--- config.mk ---
export PLATFORM = sky130hd
export DESIGN_NAME = mem_wb_stage
export DESIGN_NICKNAME = d
export VERILOG_FILES = /design/src/rtl/mem_wb_stage_pkg.sv /design/src/rtl/mem_wb_stage_load_align.sv /design/src/rtl/mem_wb_stage.sv
export SDC_FILE = /design/constraint.sdc
export NUM_CORES = 1
export LEC_CHECK = 0
export CAP_MARGIN = 20
export CORE_MARGIN = 3
export CORE_UTILIZATION = 40
export DETAILED_ROUTE_END_ITERATION = 6
export HOLD_SLACK_MARGIN = 0.08
export PLACE_DENSITY = 0.85
export SYNTH_ARGS = -nofsm -noshare
export SYNTH_HDL_FRONTEND = slang
export SYNTH_SLANG_ARGS = --single-unit
export TNS_END_PERCENT = 1
--- constraint.sdc ---
create_clock -name clk -period 7.6 [get_ports clk]
set_clock_uncertainty 0.2 [all_clocks]
set_input_delay 1.14 -clock clk [delete_from_list [all_inputs] [get_ports clk]]
set_output_delay 1.14 -clock clk [all_outputs]
set_load 0.05 [all_outputs]
--- src/rtl/mem_wb_stage_pkg.sv ---
`default_nettype none
// ============================================================================
// Module   : mem_wb_stage_pkg
// Purpose  : Shared definitions for the MEM/WB pipeline boundary: MIPS32
//            opcode/funct constants, instruction field ranges, the load-wait
//            FSM state encoding and forward_bus bit positions.
// Revision : 1.0  initial release
// ============================================================================
package mem_wb_stage_pkg;

    // Opcodes
    localparam logic [5:0] OP_SPECIAL = 6'b000000;
    localparam logic [5:0] OP_JAL     = 6'b000011;
    localparam logic [5:0] OP_ADDI    = 6'b001000;
    localparam logic [5:0] OP_ADDIU   = 6'b001001;
    localparam logic [5:0] OP_SLTI    = 6'b001010;
    localparam logic [5:0] OP_SLTIU   = 6'b001011;
    localparam logic [5:0] OP_ANDI    = 6'b001100;
    localparam logic [5:0] OP_ORI     = 6'b001101;
    localparam logic [5:0] OP_XORI    = 6'b001110;
    localparam logic [5:0] OP_LUI     = 6'b001111;
    localparam logic [5:0] OP_LB      = 6'b100000;
    localparam logic [5:0] OP_LH      = 6'b100001;
    localparam logic [5:0] OP_LW      = 6'b100011;
    localparam logic [5:0] OP_LBU     = 6'b100100;
    localparam logic [5:0] OP_LHU     = 6'b100101;

    // SPECIAL funct codes
    localparam logic [5:0] FN_JR      = 6'b001000;

    // Instruction field ranges
    localparam int OP_HI = 31;
    localparam int OP_LO = 26;
    localparam int RS_HI = 25;
    localparam int RS_LO = 21;
    localparam int RT_HI = 20;
    localparam int RT_LO = 16;
    localparam int RD_HI = 15;
    localparam int RD_LO = 11;
    localparam int FN_HI = 5;
    localparam int FN_LO = 0;

    // Load-response FSM
    typedef enum logic [1:0] {
        S_IDLE  = 2'd0,
        S_WAIT  = 2'd1,
        S_DRAIN = 2'd2
    } wb_state_e;

    // forward_bus bit positions
    localparam int FWD_RD = 2;
    localparam int FWD_RT = 1;
    localparam int FWD_31 = 0;

    function automatic logic is_load_op(input logic [5:0] op);
        return (op == OP_LB) || (op == OP_LH) || (op == OP_LW) ||
               (op == OP_LBU) || (op == OP_LHU);
    endfunction

endpackage
`default_nettype wire

--- src/rtl/mem_wb_stage_load_align.sv ---
`default_nettype none
// ============================================================================
// Module   : load_align
// Purpose  : Combinational load-data lane selection and sign/zero extension.
// Ports    : opcode_i [5:0]  load opcode (lb/lh/lw/lbu/lhu)
//            addr_i   [1:0]  low address bits selecting the byte/half lane
//            rdata_i  [31:0] raw data-memory word
//            data_o   [31:0] aligned, extended load result
// Revision : 1.0  initial release
// ============================================================================
module load_align
    import mem_wb_stage_pkg::*;
(
    input  logic [5:0]  opcode_i,
    input  logic [1:0]  addr_i,
    input  logic [31:0] rdata_i,
    output logic [31:0] data_o
);

    logic [7:0]  byte_sel;
    logic [15:0] half_sel;

    always_comb begin
        case (addr_i)
            2'd0:    byte_sel = rdata_i[7:0];
            2'd1:    byte_sel = rdata_i[15:8];
            2'd2:    byte_sel = rdata_i[23:16];
            default: byte_sel = rdata_i[31:24];
        endcase
        half_sel = addr_i[1] ? rdata_i[31:16] : rdata_i[15:0];
    end

    always_comb begin
        case (opcode_i)
            OP_LB:   data_o = {{24{byte_sel[7]}}, byte_sel};
            OP_LBU:  data_o = {24'd0, byte_sel};
            OP_LH:   data_o = {{16{half_sel[15]}}, half_sel};
            OP_LHU:  data_o = {16'd0, half_sel};
            default: data_o = rdata_i;
        endcase
    end

endmodule
`default_nettype wire

--- src/rtl/mem_wb_stage.sv ---
`default_nettype none
// ============================================================================
// Module   : mem_wb_stage
// Purpose  : MEM/WB pipeline boundary. Captures the M-stage instruction and
//            result into W, holds M while a load waits on the data memory,
//            aligns load data and decodes the W write-destination class.
// Ports    : clk, reset (async, active high)
//            IR_M, PC_M, valid_M, alu_result_M   M-stage inputs
//            flush_W                             kill instruction entering W
//            dm_rdata, dm_data_ok                data-memory response
//            stall_M                             hold M and upstream
//            IR_W, PC_W, valid_W, result_W       W-stage state
//            forward_bus_W                       {rd, rt, r31} write class
// Options  : MEMWB_TRACE_EN adds debug_wb_pc/rf_wen/rf_wnum/rf_wdata.
// Revision : 1.0  initial release
// ============================================================================
module mem_wb_stage
    import mem_wb_stage_pkg::*;
#(
    parameter logic [31:0] RESET_PC = 32'hBFC0_0000
) (
    input  logic        clk,
    input  logic        reset,
    input  logic [31:0] IR_M,
    input  logic [31:0] PC_M,
    input  logic        valid_M,
    input  logic [31:0] alu_result_M,
    input  logic        flush_W,
    input  logic [31:0] dm_rdata,
    input  logic        dm_data_ok,
    output logic        stall_M,
    output logic [31:0] IR_W,
    output logic [31:0] PC_W,
    output logic        valid_W,
    output logic [31:0] result_W,
    output logic [2:0]  forward_bus_W
`ifdef MEMWB_TRACE_EN
    ,
    output logic [31:0] debug_wb_pc,
    output logic [3:0]  debug_wb_rf_wen,
    output logic [4:0]  debug_wb_rf_wnum,
    output logic [31:0] debug_wb_rf_wdata
`endif
);

    wb_state_e   state_q, state_d;
    logic [31:0] ir_w_q, pc_w_q, result_w_q;
    logic        valid_w_q;
    logic        is_load_m;
    logic [31:0] load_data;

    assign is_load_m = valid_M & is_load_op(IR_M[OP_HI:OP_LO]);

    load_align u_load_align (
        .opcode_i (IR_M[OP_HI:OP_LO]),
        .addr_i   (alu_result_M[1:0]),
        .rdata_i  (dm_rdata),
        .data_o   (load_data)
    );

    // A flushed load still owes one response; DRAIN swallows it so it cannot
    // be mistaken for the data of a later load.
    always_comb begin
        state_d = state_q;
        stall_M = 1'b0;
        case (state_q)
            S_IDLE: begin
                if (is_load_m && !dm_data_ok) begin
                    state_d = flush_W ? S_DRAIN : S_WAIT;
                    stall_M = !flush_W;
                end
            end
            S_WAIT: begin
                if (dm_data_ok) begin
                    state_d = S_IDLE;
                end else if (flush_W) begin
                    state_d = S_DRAIN;
                end
                stall_M = is_load_m && !dm_data_ok && !flush_W;
            end
            S_DRAIN: begin
                stall_M = 1'b1;
                if (dm_data_ok) begin
                    state_d = S_IDLE;
                end
            end
            default: begin
                state_d = S_IDLE;
            end
        endcase
    end

    always_ff @(posedge clk or posedge reset) begin
        if (reset) begin
            state_q    <= S_IDLE;
            ir_w_q     <= 32'd0;
            pc_w_q     <= RESET_PC;
            valid_w_q  <= 1'b0;
            result_w_q <= 32'd0;
        end else begin
            state_q <= state_d;
            if (stall_M) begin
                // Bubble into W; result and PC keep their last values.
                ir_w_q    <= 32'd0;
                valid_w_q <= 1'b0;
            end else begin
                ir_w_q     <= flush_W ? 32'd0 : IR_M;
                valid_w_q  <= valid_M & !flush_W;
                pc_w_q     <= PC_M;
                result_w_q <= is_load_m ? load_data : alu_result_M;
            end
        end
    end

    assign IR_W     = ir_w_q;
    assign PC_W     = pc_w_q;
    assign valid_W  = valid_w_q;
    assign result_W = result_w_q;

    // Destination-class decode; jalr is a SPECIAL op and lands in the rd class.
    logic [5:0] op_w;
    always_comb begin
        op_w          = ir_w_q[OP_HI:OP_LO];
        forward_bus_W = 3'b000;
        if (valid_w_q) begin
            forward_bus_W[FWD_RD] = (op_w == OP_SPECIAL) &&
                                    (ir_w_q[FN_HI:FN_LO] != FN_JR) &&
                                    (ir_w_q[RD_HI:RD_LO] != 5'd0);
            forward_bus_W[FWD_RT] = (op_w == OP_ADDI)  || (op_w == OP_ADDIU) ||
                                    (op_w == OP_SLTI)  || (op_w == OP_SLTIU) ||
                                    (op_w == OP_ANDI)  || (op_w == OP_ORI)   ||
                                    (op_w == OP_XORI)  || (op_w == OP_LUI)   ||
                                    is_load_op(op_w);
            forward_bus_W[FWD_31] = (op_w == OP_JAL);
        end
    end

`ifdef MEMWB_TRACE_EN
    // Driven straight from the W registers, so these track the W stage.
    always_comb begin
        debug_wb_pc       = pc_w_q;
        debug_wb_rf_wdata = result_w_q;
        debug_wb_rf_wen   = (valid_w_q && (forward_bus_W != 3'b000)) ? 4'hF : 4'h0;
        debug_wb_rf_wnum  = 5'd0;
        if (forward_bus_W[FWD_RD]) begin
            debug_wb_rf_wnum = ir_w_q[RD_HI:RD_LO];
        end else if (forward_bus_W[FWD_RT]) begin
            debug_wb_rf_wnum = ir_w_q[RT_HI:RT_LO];
        end else if (forward_bus_W[FWD_31]) begin
            debug_wb_rf_wnum = 5'd31;
        end
    end
`endif

endmodule
`default_nettype wire

==> impl_metrics.yaml <==
run_status:
  status: "finished, final reports clean"
critical_path:
  setup.worst_path.start_class: "input port"
  reg2reg_depth: 7
  crit_end: "stall_M"
  critical_path_class: "in -> out"
  cp_top_family: "buffers and inverters"
  worstPathRequired_ns: 6.26
  cp_max_fo: 41
  slowest_stage: "clkdlybuf4s50_1"
  crit_buf_inv: 3
  reg2reg_slack_ns: 4.75
  crit_cells: 6
  reg2reg_from: "state_q[1]$_DFFE_PP0P_"
  arrival_ns: 4.73
  crit_path_end_kind: "output pin"
  crit_path_start: "IR_M[26]"
  rr_endpoint: "IR_W[16]$_DFF_PP0_"
  max_stage_delay_ns: 1.07
  crit_path_cell_trace: "clkdlybuf4s50_1 -> nand2b_1 -> a21oi_4 -> a21oi_4 -> inv_2 -> clkdlybuf4s50_1"
yosys:
  synth_cell_types: 45
  ys_ff_latch: 99
  avgSynthCellArea_um2: 10.0
  synth-edff-count: 0
  yosysSeqAreaShare_pct: 52.9
  synth.cell_area_um2: 4710
  synth_fp_nets: 602
  synthCells: 469
  ys_warn_count: 0
  synthArstFlopShare_pct: 100
  ys.flop_type: "dfrtp_1"
placed_design:
  place_congestion: 0.902
  portBuffers: 233
  dp_hpwl_mm: 11.6
power_and_ir_drop:
  p_sw_uw: 433
  ir_worst_vdd_mv: 0.105
  power_frac_comb_pct: 26.1
  internal-power_uw: 1020
  seqPwrFrac_pct: 40.3
  switching_share_pct: 29.8
  power_frac_clock_pct: 33.6
  leakagePower_uw: 0.00312
  power_density_nw_per_um2: 195
cts:
  cts_sinks: 99
  postCtsSetupRepairBufs: 0
  clk_pin_slew_ns: 0.06
  postCtsHoldBufs: 0
  cts_resized: 0
  clk_path_buf_depth: 2
  clock_latency_ns: 0.34
  htreeDepth: 3
  cts_made_buffers: 9
  cts_tree: "done"
  cts_root_buffer: "clkbuf_16"
drt:
  ant_nets: 0
  avgViaCountPerCell: 5.24
  drc: 0
  routed.top_layer: "met4"
  wl_met1_mm: 6.04
  met3_length_mm: 1.18
  wl_met2_mm: 7.51
  drtIter0Drc: 269
  wl_per_cell_um: 18.3
  wl_mm: 15.2
  via_count: 4352
  dr.pass1.iters: 7
global_routing:
  grt_max_degree: 83
  track_usage_pct: 22.9
  grt_pass1_wl_mm: 23.4
  grt_pass1_vias: 4494
  antenna_found_initial: 0
  overflow: 0
final_layout:
  fill_cells: 871
  area_growth_pct: 58.1
  n_antenna_cell: 0
  num-nets-final: 819
  drive_above_1_share_pct: 10.6
die:
  die_h_um: 114
  start_util_pct: 42.1
  io_pins: 234
  rows: 38
  core_area_um2: 11200
  dieArea_um2: 13100
  die_x_um: 114
timing:
  fin_tns_setup_ns: 0
  whs_ns: 0.259
  fmax_mhz: 165
  finalHoldViolCount: 0
  finalMaxSlewViolations: 0
  slew_headroom_pct: 30.9
  setup_violations: 0
  worst_pin_slew_ns: 1.03
  rsz0062_at_grt: "no"
  finalCritPeriodShare_pct: 79.9
  min_period_ns: 6.07
worst_hold_path:
  hold_class: "reg -> reg"
  holdPathStages: 2
  worstHoldStart: "PC_W[22]$_DFFE_PP1N_"
flow_run:
  max_cap_violations: 0
## kinds of logic (layout without fill, tap and decap cells)
group / Yosys count / after routing / share of synthesized area [%]
multiplexers: 24 / 24 / 7.23
flip-flops: 99 / 99 / 52.9
AO/OA/AOI/OAI: 101 / 101 / 15.9
AND/OR/NAND/NOR: 208 / 208 / 20.2
buffers and inverters: 37 / 259 / 3.75
## metal layers
metal,global-route usage [%],vias to the layer above
met2,38.8,223
met5,0,-
met1,28.3,2042
li1,-,2050
met4,8.87,0
met3,5.23,37
## registers in the layout, summed over array words and instances (netlist names)
signal and cells:
IR_W 32, state_q 2, result_W 32, valid_W 1, PC_W 32
## cell usage after synthesis (7+ instances only)
cell type | instances | area (um2)
a21oi_1 | 25 | 125
a22oi_1 | 9 | 67.6
and2_1 | 32 | 200
buf_2 | 15 | 75.1
clkbuf_1 | 13 | 48.8
dfrtp_1 | 90 | 2250
dfstp_2 | 9 | 236
mux2_2 | 10 | 113
mux2i_1 | 7 | 70.1
mux4_2 | 7 | 158
nand2_1 | 130 | 488
nand3_1 | 7 | 35.0
nor2_1 | 12 | 45.0
o2111ai_1 | 7 | 61.3
o21ai_0 | 25 | 125
o21ai_2 | 10 | 87.6
o2bb2ai_2 | 10 | 150
or3_1 | 7 | 43.8
## cells in the final DEF, fill, tap and decap left out, drive strengths merged, types with 10 or more instances in the layout
cell / count
o21ai: 36
mux2: 10
clkdlybuf4s50: 233
nand2: 130
a21oi: 26
o2bb2ai: 16
nor2: 12
dfrtp: 90
clkbuf: 12
and2: 32
## power groups by stage
stage | clock network, uW | logic [uW] | registers (uW)
2_1_floorplan | 0 | 82.0 | 718
3_3_place_gp | 0 | 374 | 592
3_5_place_dp | 0 | 380 | 594
4_1_cts | 494 | 382 | 585
5_1_grt | 522 | 398 | 589
6_report | 488 | 379 | 585
## per-stage QoR
| stage | setup WS (ns) | power, uW | utilization, % | cells | area, um2 |
|---|---|---|---|---|---|
| after detailed placement | 1.57 | 974 | 63.7 | 815 | 7120 |
| final | 1.53 | 1450 | 66.6 | 831 | 7440 |
| after global placement | 1.68 | 966 | 63.7 | 815 | 7120 |
| after CTS | 1.56 | 1460 | 66.6 | 831 | 7440 |
| after floorplan | 3.68 | 800 | - | 469 | 4710 |
| after global routing | 1.25 | 1510 | 66.6 | 831 | 7440 |
## worst min path at each step
stage / end / slack (ns)
finish: PC_W[22]$_DFFE_PP1N_ / 0.26
global route: PC_W[25]$_DFFE_PP1N_ / 0.29
CTS: PC_W[22]$_DFFE_PP1N_ / 0.26
detailed placement: PC_W[24]$_DFFE_PP1N_ / 0.25
global placement: PC_W[26]$_DFFE_PP1N_ / 0.25
floorplan: state_q[0]$_DFFE_PP0P_ / 0.30
## tightest hold or removal path, stage by stage (launching register included)
cell,delay (ns)
dfstp_2,0.37
nand2_1,0.05
nand2_1,0.04
## area by class of cell
type	count	area [um2]	share of cell area (%)
clock buffers	12	246	3.31
inverters	5	21.3	0.286
repair buffers	238	2370	31.8
well taps	140	175	2.35
multi-input cells	333	2070	27.8
flip-flops and latches	99	2490	33.4
clock inverters	4	73.8	0.992
(Power assumes the default switching activity.)
